===== src/rtl/alu_arb_pkg.sv =====
// Shared types and ALU opcode constants for the shared-ALU arbiter.
package alu_arb_pkg;

  localparam int unsigned OP_W = 4;

  typedef enum logic [1:0] {
    IDLE = 2'd0,
    EXEC = 2'd1,
    RESP = 2'd2
  } state_e;

  localparam logic [OP_W-1:0] OP_MUL    = 4'b0000;
  localparam logic [OP_W-1:0] OP_SUB    = 4'b0001;
  localparam logic [OP_W-1:0] OP_ADD    = 4'b0010;
  localparam logic [OP_W-1:0] OP_NOT    = 4'b0011;
  localparam logic [OP_W-1:0] OP_NEG    = 4'b0100;
  localparam logic [OP_W-1:0] OP_AND    = 4'b0101;
  localparam logic [OP_W-1:0] OP_OR     = 4'b0110;
  localparam logic [OP_W-1:0] OP_XOR    = 4'b0111;
  localparam logic [OP_W-1:0] OP_SLL    = 4'b1000;
  localparam logic [OP_W-1:0] OP_SRL    = 4'b1001;
  localparam logic [OP_W-1:0] OP_SL2ADD = 4'b1010;
  localparam logic [OP_W-1:0] OP_MAX    = 4'b1010;

  function automatic logic op_illegal(input logic [OP_W-1:0] op);
    return op > OP_MAX;
  endfunction

endpackage


===== src/rtl/rr_arb2.sv =====
// Two-way round-robin grant with a last-grant register (resets to 1 so req 0 wins the first tie).
module rr_arb2 (
  input  logic       clk,
  input  logic       reset,
  input  logic [1:0] req_i,
  input  logic       en_i,
  output logic [1:0] gnt_c_o,
  output logic       gnt_id_c_o
);

  logic last_q, last_d;

  always_comb begin
    gnt_c_o    = 2'b00;
    gnt_id_c_o = 1'b0;
    if (en_i) begin
      unique case (req_i)
        2'b01: begin gnt_c_o = 2'b01; gnt_id_c_o = 1'b0; end
        2'b10: begin gnt_c_o = 2'b10; gnt_id_c_o = 1'b1; end
        2'b11: begin
          gnt_c_o    = last_q ? 2'b01 : 2'b10;
          gnt_id_c_o = ~last_q;
        end
        default: begin gnt_c_o = 2'b00; gnt_id_c_o = 1'b0; end
      endcase
    end
    last_d = (|gnt_c_o) ? gnt_id_c_o : last_q;
  end

  always_ff @(posedge clk or posedge reset) begin
    if (reset) last_q <= 1'b1;
    else       last_q <= last_d;
  end

endmodule


===== src/rtl/alu_share_arb.sv =====
// Shares one external combinational ALU between two clients: accept, execute, respond.
// Optional ALU_ARB_OPCHECK_EN: illegal opcodes are neutralised at accept and flagged via rspN_err.
module alu_share_arb
  import alu_arb_pkg::*;
#(
  parameter int unsigned WORD_LENGTH = 32
) (
  input  logic                   clk,
  input  logic                   reset,
  input  logic                   req0_valid,
  output logic                   req0_ready,
  input  logic [WORD_LENGTH-1:0] req0_dataA,
  input  logic [WORD_LENGTH-1:0] req0_dataB,
  input  logic [OP_W-1:0]        req0_control,
  input  logic                   req1_valid,
  output logic                   req1_ready,
  input  logic [WORD_LENGTH-1:0] req1_dataA,
  input  logic [WORD_LENGTH-1:0] req1_dataB,
  input  logic [OP_W-1:0]        req1_control,
  output logic                   rsp0_valid,
  input  logic                   rsp0_ready,
  output logic [WORD_LENGTH-1:0] rsp0_result,
  output logic                   rsp0_carry,
  output logic                   rsp0_err,
  output logic                   rsp1_valid,
  input  logic                   rsp1_ready,
  output logic [WORD_LENGTH-1:0] rsp1_result,
  output logic                   rsp1_carry,
  output logic                   rsp1_err,
  output logic [WORD_LENGTH-1:0] alu_dataA,
  output logic [WORD_LENGTH-1:0] alu_dataB,
  output logic [OP_W-1:0]        alu_control,
  input  logic [WORD_LENGTH-1:0] alu_dataC,
  input  logic                   alu_carry
);

  state_e                 state_q, state_d;
  logic [WORD_LENGTH-1:0] a_q, a_d, b_q, b_d, res_q, res_d;
  logic [OP_W-1:0]        ctl_q, ctl_d;
  logic                   id_q, id_d, carry_q, carry_d;
  logic [1:0]             gnt;
  logic                   gnt_id;
  logic                   sel0, sel1;

  rr_arb2 u_rr (
    .clk        (clk),
    .reset      (reset),
    .req_i      ({req1_valid, req0_valid}),
    .en_i       (state_q == IDLE),
    .gnt_c_o    (gnt),
    .gnt_id_c_o (gnt_id)
  );

  // Ready is masked by reset so every output reads 0 while reset is held.
  assign req0_ready = gnt[0] & ~reset;
  assign req1_ready = gnt[1] & ~reset;

`ifdef ALU_ARB_OPCHECK_EN
  logic err_q, err_d;
`endif

  always_comb begin
    state_d = state_q;
    a_d     = a_q;
    b_d     = b_q;
    ctl_d   = ctl_q;
    id_d    = id_q;
    res_d   = res_q;
    carry_d = carry_q;
`ifdef ALU_ARB_OPCHECK_EN
    err_d   = err_q;
`endif
    unique case (state_q)
      IDLE: begin
        if (|gnt) begin
          id_d    = gnt_id;
          a_d     = gnt_id ? req1_dataA   : req0_dataA;
          b_d     = gnt_id ? req1_dataB   : req0_dataB;
          ctl_d   = gnt_id ? req1_control : req0_control;
`ifdef ALU_ARB_OPCHECK_EN
          err_d   = op_illegal(ctl_d);
          if (err_d) begin
            a_d   = '0;
            b_d   = '0;
            ctl_d = OP_MUL;
          end
`endif
          state_d = EXEC;
        end
      end
      EXEC: begin
        res_d   = alu_dataC;
        carry_d = alu_carry;
`ifdef ALU_ARB_OPCHECK_EN
        if (err_q) begin
          res_d   = '0;
          carry_d = 1'b0;
        end
`endif
        state_d = RESP;
      end
      RESP: begin
        if (id_q ? rsp1_ready : rsp0_ready) state_d = IDLE;
      end
      default: state_d = IDLE;
    endcase
  end

  always_ff @(posedge clk or posedge reset) begin
    if (reset) begin
      state_q <= IDLE;
      a_q     <= '0;
      b_q     <= '0;
      ctl_q   <= '0;
      id_q    <= 1'b0;
      res_q   <= '0;
      carry_q <= 1'b0;
`ifdef ALU_ARB_OPCHECK_EN
      err_q   <= 1'b0;
`endif
    end else begin
      state_q <= state_d;
      a_q     <= a_d;
      b_q     <= b_d;
      ctl_q   <= ctl_d;
      id_q    <= id_d;
      res_q   <= res_d;
      carry_q <= carry_d;
`ifdef ALU_ARB_OPCHECK_EN
      err_q   <= err_d;
`endif
    end
  end

  assign sel0 = (state_q == RESP) && !id_q;
  assign sel1 = (state_q == RESP) &&  id_q;

  assign rsp0_valid  = sel0;
  assign rsp1_valid  = sel1;
  assign rsp0_result = sel0 ? res_q : '0;
  assign rsp1_result = sel1 ? res_q : '0;
  assign rsp0_carry  = sel0 & carry_q;
  assign rsp1_carry  = sel1 & carry_q;
`ifdef ALU_ARB_OPCHECK_EN
  assign rsp0_err    = sel0 & err_q;
  assign rsp1_err    = sel1 & err_q;
`else
  assign rsp0_err    = 1'b0;
  assign rsp1_err    = 1'b0;
`endif

  assign alu_dataA   = a_q;
  assign alu_dataB   = b_q;
  assign alu_control = ctl_q;

endmodule

===== config.mk =====
export PLATFORM = sky130hd
export DESIGN_NAME = alu_share_arb
export DESIGN_NICKNAME = d
export VERILOG_FILES = /design/src/rtl/alu_arb_pkg.sv /design/src/rtl/rr_arb2.sv /design/src/rtl/alu_share_arb.sv
export SDC_FILE = /design/constraint.sdc
export NUM_CORES = 1
export LEC_CHECK = 0
export BUFFER_PORTS_ARGS = -buffer_cell sky130_fd_sc_hd__buf_2
export CORE_MARGIN = 4
export CORE_UTILIZATION = 30
export CTS_CLUSTER_DIAMETER = 150
export DETAILED_ROUTE_END_ITERATION = 10
export GPL_TIMING_DRIVEN = 0
export PLACE_DENSITY = 0.58
export SYNTH_ARGS = -nofsm -noshare
export SYNTH_HDL_FRONTEND = slang
export SYNTH_SLANG_ARGS = --single-unit

===== constraint.sdc =====
create_clock -name clk -period 3.8 [get_ports clk]
set_clock_uncertainty 0.1 [all_clocks]
set_input_delay 0.76 -clock clk [delete_from_list [all_inputs] [get_ports clk]]
set_output_delay 0.76 -clock clk [all_outputs]
set_load 0.03 [all_outputs]

Yosys cells after proc, flatten, opt, wreduce, memory -nomap -nowiden. Index checks and enable logic that the tools add are counted.

Register bits after elaboration: 105. Output and inout bits: 140. Word-level logic and storage cells: 42. Bits of input ports: 175.

Reductions and logical operators: 7. Equal/unequal tests: 7. Multiplexer cells: 14. Bitwise logic cells: 6.

Operators by type and width (number): two-way mux 32 bit (4); case mux 2 bit (3 select lines) (2); two-way mux 2 bit (4); == test 2 bit, second input constant (3); bitwise AND 1 bit (4); == test 2 x 1 -> 1 bit, second input constant (2); two-way mux 4 bit (1); != test 2 bit, second input constant (2); AND reduction 2 bit (2); logical AND 1 bit (2); logical NOT 2 bit (1); two-way mux 1 bit (2); NOT 1 bit (2); case mux 1 bit (2 select lines) (1); OR reduction 2 bit (1); logical NOT 1 bit (1).

Longest topological paths before layout. Gate-level depths: netlist of run 1.

Word-level depth: 6. Depth in mapped cells: 6. Depth with buffers taken out: 3.

Modules after synthesis. From an unflattened synthesis of run 1, not the netlist that was laid out.

Cells, all modules: 391. Area, all modules: 5333.9 um2.

By module, submodules not included: alu_share_arb (area an instance 5262.5 um2, cells an instance 381, times used 1, sequential area each 2602.5 um2); rr_arb2 (area an instance 71.3 um2, cells an instance 10, times used 1, sequential area each 26.3 um2).

Worst setup path before layout of run 1. OpenSTA, ideal clock, no wires.

Path type: in2out. Start: input req0_valid. End: output req0_ready. Required time: 2.940 ns. Buffers on the path: 2. Path slack: 0.942 ns. Arrival time: 1.998 ns. Stages on the path: 4. Path through: buf_2 buf_1 nand2_1 nor3_1.

Word-level cells in the longest chain between the ends: 4. Elaborated cells on any way between the ends: 6. Those cells by class: eq/ne: 3; mux: 2; bitwise: 1.

RTL lines: from (decl) (RTL line alu_share_arb.sv:10) `input logic req0_valid,`; == test 2 bit or == test 2 x 1 -> 1 bit (tied branches) (RTL line rr_arb2.sv:17) `unique case (req_i)`; case mux 2 bit (3 select lines) * (RTL line rr_arb2.sv:17); two-way mux 2 bit * (RTL line rr_arb2.sv:16) `if (en_i) begin`; bitwise AND 1 bit * (RTL line alu_share_arb.sv:55) `assign req0_ready = gnt[0] & ~reset;`; to (decl) (RTL line alu_share_arb.sv:11) `output logic req0_ready,`.

Mark *: on every way between the ends. The rest lies on a longest branch, timed or not.

Final worst setup path of run 1.
Start: register state_q[0]. End: output req0_ready.

Word-level cells in the longest chain between the ends: 3.

RTL lines: from (decl) (RTL line alu_share_arb.sv:37) `state_e state_q, state_d;`; from (signal assigned) (RTL line alu_share_arb.sv:122) `state_q <= state_d;`; logical NOT 2 bit (RTL line alu_share_arb.sv:49) `.en_i (state_q == IDLE),`; two-way mux 2 bit (RTL line rr_arb2.sv:16); bitwise AND 1 bit (RTL line alu_share_arb.sv:55).

No other way between the ends.

==> results of run 1 <==
sequential cells by signal, indices dropped and copies added, names as in the netlist:
name / cells
alu_dataB: 32
state_q: 2
id_q: 1
carry_q: 1
alu_dataA: 32
alu_control: 4
u_rr.last_q: 1
res_q: 32
synthesized netlist by cell type (3+ instances only):
cell type  instances
o21ai_1           11
o211ai_1          68
mux2_2            34
and2_1            66
o2111ai_1         68
nor2_1             6
dfrtp_1          104
buf_2             13
inv_1             70
nand2_1            3
clkbuf_1          47
o21ai_0           58
power groups by stage:
| stage | Clock (mW) | Combinational (mW) | Sequential [mW] |
|---|---|---|---|
| 2_1_floorplan | 0 | 1.77 | 2.63 |
| 3_3_place_gp | 0 | 3.56 | 2.02 |
| 3_5_place_dp | 0 | 3.60 | 2.03 |
| 4_1_cts | 0.904 | 3.60 | 2.02 |
| 5_1_grt | 0.943 | 3.82 | 2.10 |
| 6_report | 0.883 | 3.55 | 2.02 |
cell families (layout without fill, tap and decap cells):
family                 count (synthesis)  count (layout)
other                                  1               2
muxes                                 34              34
DFF                                  105             105
buffers and inverters                135             463
and+or+nand+nor                       81              81
AOI/OAI and AO/OA                    207             207
layout by cell type (no fill, tap or decap):
cell	Yosys	routed
dfrtp_1	104	104
inv_4	0	1
buf_4	2	2
inv_1	70	69
clkbuf_2	1	1
conb_1	1	2
nand2_1	3	3
dfstp_2	1	1
nor2_2	1	1
buf_2	13	324
nor2_1	6	6
o21ai_0	58	58
nor3b_2	1	1
o211ai_1	68	68
mux2_2	34	34
nor3_1	1	1
a22o_1	2	2
clkinvlp_4	0	4
clkbuf_1	47	50
inv_2	1	1
clkbuf_16	0	9
and2_1	66	66
buf_1	1	1
buf_16	0	1
o2111ai_1	68	68
or2_1	1	1
nand2b_1	2	2
o21ai_1	11	11
worst max path at each step:
stage	from	endpoint	depth (start not counted)	slack, ps
4_1_cts	state_q[0]	req0_ready	5	490
3_5_place_dp	req0_valid	req1_ready	6	750
6_report	state_q[0]	req0_ready	5	580
5_1_grt	state_q[0]	req0_ready	5	410
2_1_floorplan	reset	alu_control[0]	1	180
3_3_place_gp	reset	alu_dataA[11]	2	-1400
worst max-delay path, stage by stage, from the launching register on:
cell     delay, ps
dfrtp_1        440
nor2_1         610
buf_2          360
nand2_1        160
nor3_1         200
buf_2          230
stage by stage:
step / power [mW] / setup TNS, ps / setup slack, ps
5_1_grt: 6.87 / 0 / 406
2_1_floorplan: 4.41 / 0 / 181
6_report: 6.45 / 0 / 583
4_1_cts: 6.53 / 0 / 490
3_3_place_gp: 5.59 / -144800 / -1400
3_5_place_dp: 5.64 / 0 / 754
area by class of cell:
type                            count  share of cell area [%]
Sequential cell                   105                    34.4
Multi-Input combinational cell    324                    30.7
Timing Repair Buffer              312                    20.7
Tap cell                          229                    3.75
Inverter                           71                    3.52
Buffer                             64                    3.47
Clock buffer                       12                    3.09
Clock inverter                      4                   0.393
per-layer routing:
| layer | track usage, % | share of wire [%] |
|---|---|---|
| met3 | 6.39 | 9.9 |
| met4 | 4.86 | 1.3 |
| met5 | 0 | 0.13 |
| met2 | 33.4 | 48 |
| met1 | 24.0 | 40 |
==> metrics, run 1 <==
final hold viol count=0; initial drt markers=174; Clock Power Share=13.7%; Root Driver=clkbuf_16; largest net degree at the start of global routing=55; outcome=finished, final reports clean; P per Cell Area=844 mW/mm²; register-to-register path setup slack=1680 ps; placed cell area=0.00738 mm²; io pins=315; Post-synth EDFFs=0; Clk Latency, worst-skew pair=350 ps; Period minus WS final=3220 ps; Crit. End Element=output port; CP arrival=2360 ps; die area=0.0206 mm²; Clock Path Buffers=2; Cells after Synth=563; Inst Count DP=1,105; synthesized area=0.00551 mm²; Setup Fix Bufs, Post-CTS=0; vias post-DR=5,612; Nets=1,062; Max Cap Violations=0; DRC=0; P_leak=3.83 nW; Top FF cell, synth=dfrtp_1; Avg Cell Area, Syn=9.78 µm²; largest family of logic cells by synthesized area=compound AO/OA/AOI/OAI gates; hold path endpoint=alu_dataB[0]; worst-margin pin slew=754 ps; HPWL after DPL=16,100 µm; Crit Path Class=flip-flop to output port; FF-to-FF End=alu_dataB[13]; switching share of power=49.1%; crit path launch type=flip-flop; Post-Synth Adder-Cell Area=0%; CP max FO=10; first-pass detailed-route iteration total=4; post-synthesis xor/xnor area fraction=0%; die height=143 µm; # hold bufs at CTS=0; P_int=3.28 mW; PostCTS Resize Cnt=0; ANT cells=0; Post-Synth Simple-Gate Area=8.89%; Hold Worst Slack=418 ps; Worst-path clk slew=70 ps; mux cell area share after synthesis=6.95%; final global-route overflow total=0; Max VDD drop=342 µV; Max Fclk=0.311 GHz; hold path cells=2; worst reg2reg path depth=6; Multi-input gate area=0.00235 mm²; WL per Instance=18.6 µm; initial antenna violation count=3; Total GRT Usage=19.6%; RSZ-0062 raised after global routing=no; power share of the combinational group=55.0%; Seq pwr share=31.3%; Final Non-Filler Cells=1,121; critical path data required time=2940 ps; CORE AREA=0.0180 mm²; Starting Density=30.5%; first-pass GRT wire length=31,600 µm; final period utilization=84.6%; cell taking the most area after synthesis=dfrtp_1; Port Buffers=311; P&R area growth vs syn=38.9%; async set-or-reset flop fraction in the synthesized netlist=100%; sequential cell area=0.00263 mm²; FILL cells=1,867; distinct cell type count after synthesis=24; post-synthesis compound-gate area fraction=26.7%; switching power=3.17 mW; Post-Route Utilization=42.4%; Hold Startpoint=alu_dataB[0]; Crit Reg-Reg Startpoint=u_rr.last_q; Synth top area share=47.3%; Slew Limit Fails=0; H-tree depth=3; synth warn=0; post-route cell area=0.00765 mm²; Routed Antenna Nets=0; hold crit path type=flip-flop to flip-flop; synth top area cells=dfrtp_1, o2111ai_1, o211ai_1, and2_1, mux2_2; site row count=49; vias in the first global route=5,585; #FFs+latches synth=105; CTS tree=done; vias per cell=5.01; final wirelength=20,900 µm; Placer Congestion=0.769; CTS sink cnt=105; TritonCTS buffer count=9; Die W=143 µm; Setup violations, final=0; slew margin rel.=49.5%; layout cells sized above 1=42.6%; register area share after synthesis=47.8%
Power figures use the tool's default switching activity.
==> run 2: changes to the inputs <==
--- a/config.mk
+++ b/config.mk
@@ -11,7 +11,7 @@
 export CTS_CLUSTER_DIAMETER = 150
 export DETAILED_ROUTE_END_ITERATION = 10
 export GPL_TIMING_DRIVEN = 0
-export PLACE_DENSITY = 0.58
+export PLACE_DENSITY = 0.56
 export SYNTH_ARGS = -nofsm -noshare
 export SYNTH_HDL_FRONTEND = slang
 export SYNTH_SLANG_ARGS = --single-unit
==> constraint.sdc (replaced) <==
create_clock -name clk -period 3.1 [get_ports clk]
set_clock_uncertainty 0.1 [all_clocks]
set_input_delay 0.62 -clock clk [delete_from_list [all_inputs] [get_ports clk]]
set_output_delay 0.62 -clock clk [all_outputs]
set_load 0.03 [all_outputs]
==> run 2 against run 1 <==
Utilization increased by 0.27 points. Via count is 1.0% higher. Combinational power is 23% higher. Non-clock buffer count up 1. Critical endpoint unchanged.
==> metrics, run 2 (synthesized netlist as in run 1, its figures left out) <==
outcome=finished, final reports clean; vias post-DR=5,670; crit path launch type=flip-flop; Max Cap Violations=0; Crit. End Element=output port; first-pass detailed-route iteration total=6; die height=143 µm; Inst Count DP=1,106; worst-margin pin slew=692 ps; final global-route overflow total=0; layout cells sized above 1=42.9%; HPWL after DPL=16,400 µm; final wirelength=21,000 µm; first-pass GRT wire length=31,500 µm; Die W=143 µm; slew margin rel.=53.8%; Setup Fix Bufs, Post-CTS=0; Starting Density=30.5%; Port Buffers=311; Routed Antenna Nets=0; WL per Instance=18.7 µm; critical path buffer and inverter count=2; H-tree depth=3; CP arrival=2240 ps; # hold bufs at CTS=0; Crit Path Class=flip-flop to output port; CP max FO=10; final worst slack=140 ps; initial antenna violation count=4; TritonCTS buffer count=9; Slew Limit Fails=0; critical path data required time=2380 ps; CTS tree=done; Clk Latency, worst-skew pair=350 ps; Post-Route Utilization=42.7%; initial drt markers=180; slowest cell on the critical path=nor2_2; P per Cell Area=1040 mW/mm²; Max VDD drop=417 µV; CP delay by family, top=simple AND/OR/NAND/NOR gates; Clock Path Buffers=2; cell mode on critical path=buf_2; ANT cells=0; io pins=315; critical-path cell list=nor2_2, buf_2, nand2_1, nor3_1, buf_2; delay of the slowest cell on the worst path=470 ps; Worst-path clk slew=70 ps; vias per cell=5.05; CTS sink cnt=105; DRC=0; commonest non-fill, non-tap cell in the layout=buf_2; Place WS=263 ps; FILL cells=1,875; Root Driver=clkbuf_16; CORE AREA=0.0180 mm²; Period minus WS final=2960 ps; final hold viol count=0; P&R area growth vs syn=39.8%; most frequent cells in the layout=buf_2, dfrtp_1, inv_1; Final Non-Filler Cells=1,122; Nets=1,063; site row count=49; vias in the first global route=5,582; Placer Congestion=0.801; PostCTS Resize Cnt=1; final period utilization=95.5%; P_leak=3.87 nW; setup TNS=0 ps; die area=0.0206 mm²; hold crit path type=input pin to asynchronous set/reset pin; Total GRT Usage=19.7%; RSZ-0062 raised after global routing=no; Max Fclk=0.338 GHz; largest net degree at the start of global routing=42; Setup violations, final=0
-- run 2: worst register-to-register path: stages, from the launching register on --
cell and delay (ps):
dfstp_2 510, buf_2 240, nand2_1 110, nand2_1 270, buf_2 310, buf_2 270
o211ai_1 110
-- run 2: power breakdown --
part / internal, mW / switching, mW / total, mW
Clock: 0.652 / 0.519 / 1.17
Combinational: 1.42 / 2.95 / 4.37
Sequential: 2.06 / 0.392 / 2.46
-- run 2: path summary, 6_finish.rpt --
path	start	to	slack (ps)	depth (start not counted)
hold reg to reg	res_q[0]	res_q[0]	420	1
hold / removal	reset	alu_dataB[5]	300	2
setup reg to reg	u_rr.last_q	alu_dataB[10]	1040	6
max in group asynchronous	reset	alu_dataA[10]	1950	3
min in group clk	alu_dataC[5]	res_q[5]	400	2
setup / recovery	state_q[0]	req0_ready	140	5
-- run 2: final cells by class --
cell class	instances	area, µm²	share of cell area (%)
multi-input cells	324	2350	30.5
plain buffers	64	265	3.45
inverters	71	270	3.51
clock buffers	12	246	3.20
repair buffers	313	1600	20.7
flip-flops and latches	105	2630	34.2
well taps	229	287	3.72
clock inverters	4	52.6	0.683
-- run 2: routing by layer --
| metal | vias up | global-route usage (%) | part of all wire (%) |
|---|---|---|---|
| li1 | 2691 | - | - |
| met1 | 2666 | 24.5 | 40 |
| met2 | 272 | 33.4 | 48 |
| met3 | 33 | 5.39 | 8.8 |
| met4 | 8 | 6.39 | 2.1 |
| met5 | - | 0 | 0.26 |
-- run 2: stage by stage --
| step | hold slack (ps) | instance area (µm²) | power, mW |
|---|---|---|---|
| after CTS | 314 | 7700 | 8.08 |
| after global placement | 397 | 7360 | 6.84 |
| after global routing | 344 | 7700 | 8.53 |
| after floorplan | 385 | 5510 | 5.40 |
| after detailed placement | 405 | 7400 | 6.89 |
| final | 303 | 7700 | 7.99 |
==> run 3: changes to the inputs <==
==> config.mk (replaced) <==
export PLATFORM = sky130hd
export DESIGN_NAME = alu_share_arb
export DESIGN_NICKNAME = d
export VERILOG_FILES = /design/src/rtl/alu_arb_pkg.sv /design/src/rtl/rr_arb2.sv /design/src/rtl/alu_share_arb.sv
export SDC_FILE = /design/constraint.sdc
export NUM_CORES = 1
export LEC_CHECK = 0
export ABC_AREA = 1
export BUFFER_PORTS_ARGS = -buffer_cell sky130_fd_sc_hd__buf_4
export CORE_AREA = 4 4 122 124
export CTS_CLUSTER_DIAMETER = 150
export DETAILED_ROUTE_END_ITERATION = 10
export DIE_AREA = 0 0 126 128
export GPL_TIMING_DRIVEN = 0
export PLACE_DENSITY = 0.74
export SYNTH_ARGS = -nofsm -noshare
export SYNTH_HDL_FRONTEND = slang
export SYNTH_SLANG_ARGS = --single-unit
==> run 3 against run 2 <==
Wire length down 4.5%. Highest routed layer is now met4. Sequential power is 2% lower. Clock power is 7% higher. Critical endpoint is now req1_ready. Power grew 13%. Global-route usage rose by 4.7 points. Sequential share of layout area is 4.2 points lower. Critical path type unchanged. Synthesized cell count is 47% higher.
==> metrics, run 3 <==
Setup Fix Bufs, Post-CTS=0; initial drt markers=419; CP delay by family, top=simple AND/OR/NAND/NOR gates; FILL cells=1,282; H-tree depth=3; P&R area growth vs syn=50.2%; Port Buffers=311; Clock Path Buffers=2; final hold viol count=0; Crit Path Class=flip-flop to output port; final period utilization=87.8%; synth cell count leaders=nand2_1, inv_1, dfrtp_1, nor2_1, nand3_1; PostCTS Resize Cnt=0; setup TNS=0 ps; final wirelength=20,000 µm; Crit. End Element=output port; TritonCTS buffer count=9; Nets=1,329; initial antenna violation count=0; Period minus WS final=2720 ps; critical-path cell list=nor2_4, nand3_1, buf_2, nor2_1, buf_4; RSZ-0062 raised after global routing=no; vias per cell=4.73; mux cell area share after synthesis=0%; WL per Instance=14.9 µm; Top FF cell, synth=dfrtp_1; Placer Congestion=0.852; post-route cell area=0.00879 mm²; die height=128 µm; most frequent cells in the layout=buf_4, nand2_1, inv_1; Avg Cell Area, Syn=7.05 µm²; HPWL after DPL=15,800 µm; cell taking the most area after synthesis=dfrtp_1; CP max FO=10; placed cell area=0.00846 mm²; P per Cell Area=1030 mW/mm²; Post-Synth Simple-Gate Area=33.5%; first-pass detailed-route iteration total=5; worst-margin pin slew=866 ps; ANT cells=0; Worst-path clk slew=70 ps; Die W=126 µm; Post-synth EDFFs=0; largest family of logic cells by synthesized area=simple AND/OR/NAND/NOR gates; io pins=315; post-synthesis xor/xnor area fraction=0%; layout cells sized above 1=34.1%; slowest cell on the critical path=dfrtp_1; Starting Density=42.5%; Max Cap Violations=0; vias post-DR=6,338; first-pass GRT wire length=31,700 µm; Max VDD drop=433 µV; CORE AREA=0.0138 mm²; post-synthesis compound-gate area fraction=5.18%; slew margin rel.=42.2%; synth warn=0; die area=0.0161 mm²; CP arrival=2000 ps; crit path launch type=flip-flop; site row count=43; register area share after synthesis=45.0%; critical path buffer and inverter count=2; Synth top area share=44.5%; #FFs+latches synth=105; delay of the slowest cell on the worst path=410 ps; commonest non-fill, non-tap cell in the layout=buf_4; hold crit path type=input pin to asynchronous set/reset pin; critical path data required time=2380 ps; Clk Latency, worst-skew pair=340 ps; Max Fclk=0.368 GHz; Place WS=445 ps; Post-Synth Adder-Cell Area=0%; outcome=finished, final reports clean; async set-or-reset flop fraction in the synthesized netlist=100%; final global-route overflow total=0; Cells after Synth=829; synthesized area=0.00585 mm²; # hold bufs at CTS=0; synth top area cells=dfrtp_1, nand2_1, inv_1, nand4_1, nor2_1; Root Driver=clkbuf_16; Slew Limit Fails=0; largest net degree at the start of global routing=41; final worst slack=380 ps; Routed Antenna Nets=0; distinct cell type count after synthesis=21; most common cell in the synthesized netlist=nand2_1; CTS sink cnt=105; DRC=0; CTS tree=done; Setup violations, final=0; vias in the first global route=6,146; P_leak=5.30 nW; Hold Worst Slack=364 ps; Total GRT Usage=24.5%; Power, Total=9.07 mW
## run 3: kinds of logic (layout without fill, tap and decap cells)
logic type,after synthesis,count (layout)
compound gates,37,37
buf+inv,235,564
flops,105,105
other cells,1,2
simple gates,451,451
## run 3: final cells by class
class / count / area, µm² / share of cell area [%]
multi-input cells: 490 / 2270 / 25.8
clock buffers: 11 / 253 / 2.88
flip-flops and latches: 105 / 2630 / 29.9
plain buffers: 59 / 292 / 3.32
inverters: 176 / 664 / 7.56
clock inverters: 5 / 77.6 / 0.883
well taps: 180 / 225 / 2.56
repair buffers: 313 / 2370 / 27.0
## run 3: path summary, 6_finish.rpt
path / startpoint / end / slack [ps] / depth (start not counted)
setup / recovery: state_q[0] / req1_ready / 380 / 5
hold / removal: reset / alu_dataB[17] / 360 / 2
setup reg to reg: u_rr.last_q / alu_dataB[26] / 1270 / 6
hold reg to reg: alu_dataB[25] / alu_dataB[25] / 380 / 2
max in group asynchronous: reset / u_rr.last_q / 1820 / 3
min in group clk: alu_dataB[25] / alu_dataB[25] / 380 / 2
## run 3: power breakdown
part / switching [mW] / internal, mW / leakage (nW) / total (mW)
Clock: 0.500 / 0.749 / 0.162 / 1.25
Combinational: 3.58 / 1.83 / 3.90 / 5.41
Sequential: 0.346 / 2.07 / 1.24 / 2.41
## run 3: routing by layer
metal	GRT usage (%)	up-vias	share of wire, %	wire (µm)
li1	-	3172	-	-
met1	30.5	2846	40	7940
met2	40.8	274	49	9840
met3	5.83	46	7.6	1530
met4	10.3	0	3.5	707
met5	0	-	0	0
## run 3: metrics by stage
step / utilization [%] / std cells
6_report: 63.8 / 1339
5_1_grt: 63.8 / 1339
4_1_cts: 63.8 / 1339
3_5_place_dp: 61.4 / 1323
3_3_place_gp: 61.1 / 1321
2_1_floorplan: - / 830
